--- config.mk ---
export PLATFORM = sky130hd
export DESIGN_NAME = spi_i2s_tx_shift
export DESIGN_NICKNAME = d
export VERILOG_FILES = /design/src/rtl/spi_i2s_tx_shift.sv
export SDC_FILE = /design/constraint.sdc
export NUM_CORES = 1
export LEC_CHECK = 0
export ABC_AREA = 1
export BUFFER_PORTS_ARGS = -buffer_cell sky130_fd_sc_hd__buf_4
export CAP_MARGIN = 25
export CORE_MARGIN = 2
export CORE_UTILIZATION = 35
export CTS_CLUSTER_DIAMETER = 100
export CTS_CLUSTER_SIZE = 20
export DETAILED_ROUTE_END_ITERATION = 6
export GPL_ROUTABILITY_DRIVEN = 0
export GPL_TIMING_DRIVEN = 0
export HOLD_SLACK_MARGIN = 0.03
export PLACE_DENSITY = 0.61
export SLEW_MARGIN = 30
export SYNTH_ARGS = -nofsm -noshare
export SYNTH_HDL_FRONTEND = slang
export SYNTH_SLANG_ARGS = --single-unit
--- constraint.sdc ---
create_clock -name pclk -period 3.9 [get_ports pclk]
set_input_delay 0 -clock pclk [delete_from_list [all_inputs] [get_ports pclk]]
set_output_delay 0 -clock pclk [all_outputs]
set_load 0.005 [all_outputs]
--- src/rtl/spi_i2s_tx_shift.sv ---
// Serial transmit shifter for the SPI/I2S block: pulls 16-bit words from the TX FIFO
// and shifts them out MSB first, one bit per shift_stb, padding each slot with zeros.
module spi_i2s_tx_shift (
  input  logic        pclk,
  input  logic        rst,
  input  logic        shft_en,
  input  logic        shift_stb,
  input  logic [1:0]  datlen,
  input  logic        chlen,
  input  logic        fifo_empty,
  input  logic [15:0] fifo_rdata,
  output logic        fifo_rd,
  output logic        sd_out,
  output logic        tx_shift_empty,
  output logic        udr,
  output logic        slot_done
);

  typedef enum logic [2:0] {IDLE, FETCH, LOAD, SHIFT, PAD} state_t;

  state_t      r_state;
  logic [15:0] r_shreg;
  logic [4:0]  r_slotCnt;
  logic        r_udrPad;
  logic        r_fifoRd;
  logic        r_sdOut;
  logic        r_txEmpty;
  logic        r_udr;
  logic        r_slotDone;

  logic [4:0]  w_dataLast;
  logic [4:0]  w_slotLast;
  logic        w_dataEqSlot;
  logic        w_canFetch;

  // Index of the last data bit and the last slot bit; wide data forces a 32-bit slot.
  always_comb begin
    w_dataLast = 5'd15;
    case (datlen)
      2'b01:   w_dataLast = 5'd23;
      2'b10:   w_dataLast = 5'd31;
      default: w_dataLast = 5'd15;
    endcase
  end

  assign w_slotLast   = (chlen || (w_dataLast != 5'd15)) ? 5'd31 : 5'd15;
  assign w_dataEqSlot = (w_dataLast == w_slotLast);
  assign w_canFetch   = shft_en && !fifo_empty;

  always_ff @(posedge pclk) begin
    if (rst) begin
      r_state    <= IDLE;
      r_shreg    <= 16'h0000;
      r_slotCnt  <= 5'd0;
      r_udrPad   <= 1'b0;
      r_fifoRd   <= 1'b0;
      r_sdOut    <= 1'b0;
      r_txEmpty  <= 1'b1;
      r_udr      <= 1'b0;
      r_slotDone <= 1'b0;
    end else begin
      r_fifoRd   <= 1'b0;
      r_udr      <= 1'b0;
      r_slotDone <= 1'b0;
      case (r_state)
        IDLE: begin
          r_txEmpty <= 1'b1;
          if (w_canFetch) begin
            r_state   <= FETCH;
            r_fifoRd  <= 1'b1;
            r_slotCnt <= 5'd0;
            r_udrPad  <= 1'b0;
            r_txEmpty <= 1'b0;
          end
        end
        FETCH: r_state <= LOAD;
        LOAD: begin
          r_shreg <= fifo_rdata;
          r_state <= SHIFT;
        end
        SHIFT: begin
          if (shift_stb) begin
            r_sdOut   <= r_shreg[15];
            r_shreg   <= {r_shreg[14:0], 1'b0};
            r_slotCnt <= r_slotCnt + 5'd1;
            if (r_slotCnt == w_dataLast) begin
              if (w_dataEqSlot) begin
                r_slotDone <= 1'b1;
                if (w_canFetch) begin
                  r_state   <= FETCH;
                  r_fifoRd  <= 1'b1;
                  r_slotCnt <= 5'd0;
                end else begin
                  r_state   <= IDLE;
                  r_txEmpty <= 1'b1;
                end
              end else begin
                r_state <= PAD;
              end
            end else if (r_slotCnt[3:0] == 4'hF) begin
              // Mid-slot word boundary: the slot needs another word regardless of shft_en.
              if (!fifo_empty) begin
                r_state  <= FETCH;
                r_fifoRd <= 1'b1;
              end else begin
                r_udr     <= 1'b1;
                r_udrPad  <= 1'b1;
                r_txEmpty <= 1'b1;
                r_state   <= PAD;
              end
            end
          end
        end
        PAD: begin
          if (shift_stb) begin
            r_sdOut   <= 1'b0;
            r_slotCnt <= r_slotCnt + 5'd1;
            if (r_slotCnt == w_slotLast) begin
              r_slotDone <= 1'b1;
              if (!r_udrPad && w_canFetch) begin
                r_state   <= FETCH;
                r_fifoRd  <= 1'b1;
                r_slotCnt <= 5'd0;
              end else begin
                r_state   <= IDLE;
                r_txEmpty <= 1'b1;
              end
            end
          end
        end
        default: begin
          r_state   <= IDLE;
          r_txEmpty <= 1'b1;
        end
      endcase
    end
  end

  assign fifo_rd        = r_fifoRd;
  assign sd_out         = r_sdOut;
  assign tx_shift_empty = r_txEmpty;
  assign udr            = r_udr;
  assign slot_done      = r_slotDone;

endmodule

==> impl_metrics.tcl, run 1 <==
set metrics [dict create \
    worstHoldStart "rst" \
    min_period_ns 1.71 \
    start_util_pct 36.3 \
    final_cell_mix "88 x nand2_1, 32 x inv_1, 30 x dfxtp_1, 27 x buf_4" \
    postRouteWirelength_mm 4.38 \
    endpoint_kind "flop" \
    path_clk_slew_ns 0.07 \
    num_rows 25 \
    num_antenna_cells 0 \
    ios 29 \
    total_leakage_power_nw 1.07 \
    drv_cap 0 \
    mostFrequentLayoutCell "nand2_1" \
    seq_power_share_pct 36.1 \
    cts_buffers 5 \
    power_mw 1.25 \
    clockPowerShare_pct 19.2 \
    synth_seq_area_share_pct 35.0 \
    hold_class "in -> reg" \
    slew_viol_final 0 \
    cts_root_buffer "clkbuf_8" \
    finClkSkew_ns 0.00588 \
    vias 1847 \
    drt_pass1_iterations 4 \
    first_global_vias 1691 \
    first_iter_violations 148 \
    syn_area_um2 1710 \
    critical_path_class "reg -> reg" \
    drc 0 \
    placeableCoreArea_um2 4720 \
    antenna_found_initial 0 \
    drive_above_1_share_pct 14.5 \
    crit_fanout 4 \
    hpwl_mm 3.13 \
    tns_ns 0 \
    vias_per_cell 4.72 \
    finalSetupViolations 0 \
    timing.final.crit_share_pct 44.0 \
    status "finished, final reports clean" \
    avgSynthCellArea_um2 6.30 \
    synth-warning-count 0 \
    rsz0062_at_grt "false" \
    wl_per_cell_um 11.2 \
    netlist-cell-type-count 24 \
    drtAntennaViolNets 0 \
    die_h_um 74.0 \
    cts.repair.resized 0 \
    clock-sinks 30 \
    critPathLaunchType "flop" \
    fmax_mhz 583 \
    clk_path_buf_depth 2 \
    seq_area_um2 601 \
    r2r_start "r_slotCnt[0]" \
    synth_edf_count 0 \
    grt-ovfl-total 0 \
    clkLatencyLatePin_ns 0.28 \
    dieArea_um2 5470 \
    hold_ws_ns 0.113 \
    critPathLaunch "r_slotCnt[0]" \
    hold_viol 0 \
    slew_headroom_pct 70.7 \
    cp.required_ns 4.07 \
    syn_inst 272 \
    combPwrFrac_pct 44.7 \
    port_buffers 27 \
    switching_power_mw 0.520 \
    fin_nets 351 \
    grt_pass1_wl_mm 7.36 \
    cp.arrival_ns 1.88 \
    switching_share_pct 41.7 \
    syn_to_final_growth_pct 31.8 \
    power_density_nw_per_um2 552 \
    grt_max_degree 11 \
    worst_slew_pin_slew_ns 0.439 \
    cts_tree "built" \
    synthFlopType "dfxtp_1" \
    peakVddDrop_uv 249 \
    synthArstFlopShare_pct 0 \
    htreeDepth 2 \
    grt_usage_pct 17.3 \
    multi_input_area_um2 951 \
    syn_nets 299 \
    die_w_um 74.0 \
    internal_power_mw 0.726 \
    nFillCells 515 \
    synth_seq_cells 30 \
]
==> critical path: stages (launching register included) <==
cell and delay [ns]:
dfxtp_1 0.37, ha_1 0.20, nand2_1 0.13, nor2_2 0.20
inv_1 0.06, nor2_1 0.25, nand3_1 0.12, nand2_1 0.11
nand2_1 0.06, nand2_1 0.05, nand3_1 0.05
==> final cells by class <==
| type | count | area share [%] |
|---|---|---|
| clock inverter | 2 | 0.443 |
| tap | 67 | 3.71 |
| timing repair buffer | 45 | 16.9 |
| inverter | 33 | 5.48 |
| multi-input combinational | 200 | 42.1 |
| clock buffer | 5 | 3.05 |
| buffer | 9 | 1.72 |
| sequential | 30 | 26.6 |
==> power groups by stage <==
stage | clock [mW] | combinational [mW] | sequential [mW]
final | 0.240 | 0.556 | 0.450
after global routing | 0.257 | 0.642 | 0.461
after CTS | 0.246 | 0.554 | 0.450
after detailed placement | 0 | 0.536 | 0.455
after global placement | 0 | 0.535 | 0.454
after floorplan | 0 | 0.415 | 0.442
==> logic make-up (layout without fill, tap and decap cells) <==
group	count (synthesis)	count (layout)	share of synthesized area, %
AOI/OAI and AO/OA	55	55	17.7
adders and majority gates	3	3	2.19
buffers and inverters	42	94	9.49
DFF	30	30	35.0
and+or+nand+nor	142	142	35.6
==> cell usage after synthesis (2+ instances only) <==
| master | count | area (um^2) |
|---|---|---|
| nand2_1 | 88 | 330 |
| a31oi_1 | 15 | 93.8 |
| nand4_1 | 2 | 12.5 |
| a21oi_1 | 12 | 60.1 |
| o21ai_0 | 24 | 120 |
| nor2_1 | 24 | 90.1 |
| o211ai_1 | 2 | 15.0 |
| ha_1 | 3 | 37.5 |
| dfxtp_1 | 30 | 601 |
| nand3_1 | 18 | 90.1 |
| nand2_2 | 3 | 18.8 |
| nor2_4 | 2 | 22.5 |
| buf_2 | 4 | 20.0 |
| clkbuf_1 | 4 | 15.0 |
| inv_1 | 32 | 120 |
==> per-stage QoR <==
step	cells	util, %	setup slack, ns	instance area (um^2)
after floorplan	272	-	2.43	1710
final	391	47.8	2.19	2260
after global placement	366	42.4	2.21	2000
after detailed placement	366	42.4	2.20	2000
after CTS	390	47.6	2.18	2250
after global routing	391	47.8	1.96	2260
==> per-layer routing <==
layer	vias up	global-route usage [%]	wire length (um)
li1	985	-	-
met1	810	21.9	2050
met2	45	29.3	2090
met3	7	4.34	198
met4	0	5.25	38
met5	-	0	0
==> path summary, 6_finish.rpt <==
path / end / depth (start not counted) / slack (ns)
max: tx_shift_empty / 10 / 2.19
min: r_slotCnt[2] / 2 / 0.11
max reg2reg: tx_shift_empty / 10 / 2.19
min reg2reg: r_udrPad / 2 / 0.46
==> sequential cells by signal, summed over array words and instances, names as in the netlist <==
signal          cells
sd_out              1
fifo_rd             1
r_slotCnt           5
r_udrPad            1
slot_done           1
tx_shift_empty      1
r_shreg            16
r_state             3
udr                 1
==> repair_timing <==
| action | in CTS | in global routing |
|---|---|---|
| hold endpoints to repair | 17 | 1 |
| setup buffers | 0 | 0 |
| hold buffers | 17 | 1 |
Note: power is estimated with default switching activity, not from simulation.
==> inputs of run 2 (changes only) <==
--- a/config.mk
+++ b/config.mk
@@ -16,7 +16,7 @@
 export GPL_ROUTABILITY_DRIVEN = 0
 export GPL_TIMING_DRIVEN = 0
 export HOLD_SLACK_MARGIN = 0.03
-export PLACE_DENSITY = 0.61
+export PLACE_DENSITY = 0.63
 export SLEW_MARGIN = 30
 export SYNTH_ARGS = -nofsm -noshare
 export SYNTH_HDL_FRONTEND = slang
==> constraint.sdc (replaced) <==
create_clock -name pclk -period 1.5 [get_ports pclk]
set_input_delay 0 -clock pclk [delete_from_list [all_inputs] [get_ports pclk]]
set_output_delay 0 -clock pclk [all_outputs]
set_load 0.005 [all_outputs]
==> impl_metrics.tcl, run 2 (synthesis gave the netlist of run 1 again) <==
set metrics [dict create \
    status "finished, final reports clean" \
    total_leakage_power_nw 1.16 \
    critPathLaunchType "flop" \
    grt-ovfl-total 0 \
    crit_fanout 7 \
    slew_headroom_pct 71.3 \
    num_antenna_cells 0 \
    worst_slew_pin_slew_ns 0.431 \
    clock-sinks 30 \
    drtAntennaViolNets 0 \
    rsz0062_at_grt "true" \
    crit_path_end "tx_shift_empty" \
    hold_depth 3 \
    placeableCoreArea_um2 4720 \
    top_regs "r_shreg (16), r_slotCnt (5), r_state (3)" \
    path_clk_slew_ns 0.07 \
    num_rows 25 \
    slew_viol_final 0 \
    top_usage_layer "met2" \
    drv_cap 0 \
    seq_power_share_pct 31.7 \
    timing.rr.end "tx_shift_empty" \
    antenna_found_initial 0 \
    internal_power_mw 2.30 \
    power_mw 3.81 \
    peakVddDrop_uv 662 \
    clockPowerShare_pct 22.3 \
    grt_util_met1_pct 22.7 \
    top_register "r_shreg" \
    syn_to_final_growth_pct 45.3 \
    vias_per_cell 4.86 \
    cts_tree "built" \
    critPathLaunch "r_slotCnt[0]" \
    drt_pass1_iterations 4 \
    hold_class "in -> reg" \
    endpoint_kind "flop" \
    port_buffers 27 \
    min_period_ns 1.46 \
    finClkSkew_ns 0.00777 \
    r2r_slack_ns 0.04 \
    use_met3_pct 3.79 \
    dieArea_um2 5470 \
    grt_usage_pct 17.3 \
    cts_buffers 5 \
    finalSetupViolations 0 \
    hpwl_mm 3.11 \
    die_h_um 74.0 \
    r2r_start "r_slotCnt[0]" \
    fin_nets 357 \
    combPwrFrac_pct 46.0 \
    grt_max_degree 11 \
    switching_share_pct 39.5 \
    cp.arrival_ns 1.63 \
    power_density_nw_per_um2 1530 \
    drc 0 \
    hold_viol 0 \
    cp.required_ns 1.67 \
    largest_register_ffs 16 \
    die_w_um 74.0 \
    grt_pass1_wl_mm 7.28 \
    clk_path_buf_depth 2 \
    start_util_pct 36.3 \
    htreeDepth 2 \
    drive_above_1_share_pct 26.1 \
    clkLatencyLatePin_ns 0.29 \
    final_cell_mix "79 x nand2_1, 33 x buf_4, 29 x inv_1, 26 x dfxtp_1, 20 x o21ai_0" \
    use_met2_pct 27.8 \
    first_iter_violations 142 \
    vias 1931 \
    critical_path_class "reg -> reg" \
    tns_ns 0 \
    postRouteWirelength_mm 4.54 \
    reg2regPathDepth 10 \
    wl_per_cell_um 11.4 \
    mostFrequentLayoutCell "nand2_1" \
    fmax_mhz 686 \
    timing.final.crit_share_pct 97.2 \
    cts_root_buffer "clkbuf_8" \
    switching_power_mw 1.51 \
    ios 29 \
    first_global_vias 1613 \
]
-- run 2: cell types whose count changed in the layout (fill, tap and decap cells not counted), moves of 4 or more --
| cell | previous run | this run |
|---|---|---|
| nand2_1 | 88 | 79 |
| dfxtp_1 | 30 | 26 |
| nand2_4 | 0 | 6 |
| buf_4 | 27 | 33 |
| o21ai_0 | 24 | 20 |
| nor2_4 | 2 | 6 |
| nor2_1 | 24 | 18 |
-- run 2: metal layers --
layer	share of wire [%]	vias to the layer above
met1	45	860
met4	1.5	0
met5	0	-
met2	48	61
li1	-	1003
met3	4.7	7
-- run 2: layout make-up --
class	count	area, um^2
fill	478	2230
multi-input combinational	200	1080
sequential	30	611
timing repair buffer	51	429
inverter	33	126
tap	67	83.8
clock buffer	6	82.6
buffer	9	45.0
clock inverter	1	30.0
-- run 2: worst max-delay path: stages (launching register included) --
cell and delay, ns:
dfxtp_4 0.37, ha_4 0.15, nand2_4 0.07, nor2_4 0.16
nand3_4 0.14, nand2_4 0.13, nand2_4 0.06, nor2_4 0.10
nand2_1 0.05, nand2_1 0.05, nand3_1 0.05
-- run 2: worst min-delay path by stage --
stage,startpoint,end,slack (ns)
floorplan,fifo_empty,udr,0.14
global placement,fifo_empty,udr,0.27
detailed placement,fifo_empty,udr,0.28
CTS,shift_stb,slot_done,0.03
global route,shift_stb,slot_done,0.05
finish,shift_stb,slot_done,0.04
-- run 2: power by group through the flow --
stage | logic [mW] | clock network, mW | registers, mW
final | 1.75 | 0.848 | 1.21
after CTS | 1.48 | 0.863 | 1.19
after global routing | 1.98 | 0.893 | 1.24
after floorplan | 1.08 | 0 | 1.15
after detailed placement | 1.38 | 0 | 1.18
after global placement | 1.39 | 0 | 1.18
-- run 2: metrics by stage --
| step | worst slack, ns | std cells | area (um^2) | util, % | hold slack [ns] |
|---|---|---|---|---|---|
| after floorplan | 0.0314 | 272 | 1710 | - | 0.144 |
| after global placement | -0.203 | 366 | 2000 | 42.4 | 0.275 |
| after detailed placement | -0.204 | 366 | 2000 | 42.4 | 0.278 |
| after CTS | 0.00630 | 392 | 2340 | 49.5 | 0.0318 |
| after global routing | -0.0461 | 397 | 2490 | 52.7 | 0.0491 |
| final | 0.0416 | 397 | 2490 | 52.7 | 0.0423 |
-- run 2: repair_timing --
item                                    in CTS  in global routing
hold endpoints to repair                    17                  0
pin swaps                                    4                  7
buffers inserted                             2                  5
hold buffers                                17                  0
endpoints found under the setup margin      12                 25
gates resized for setup                     12                 43
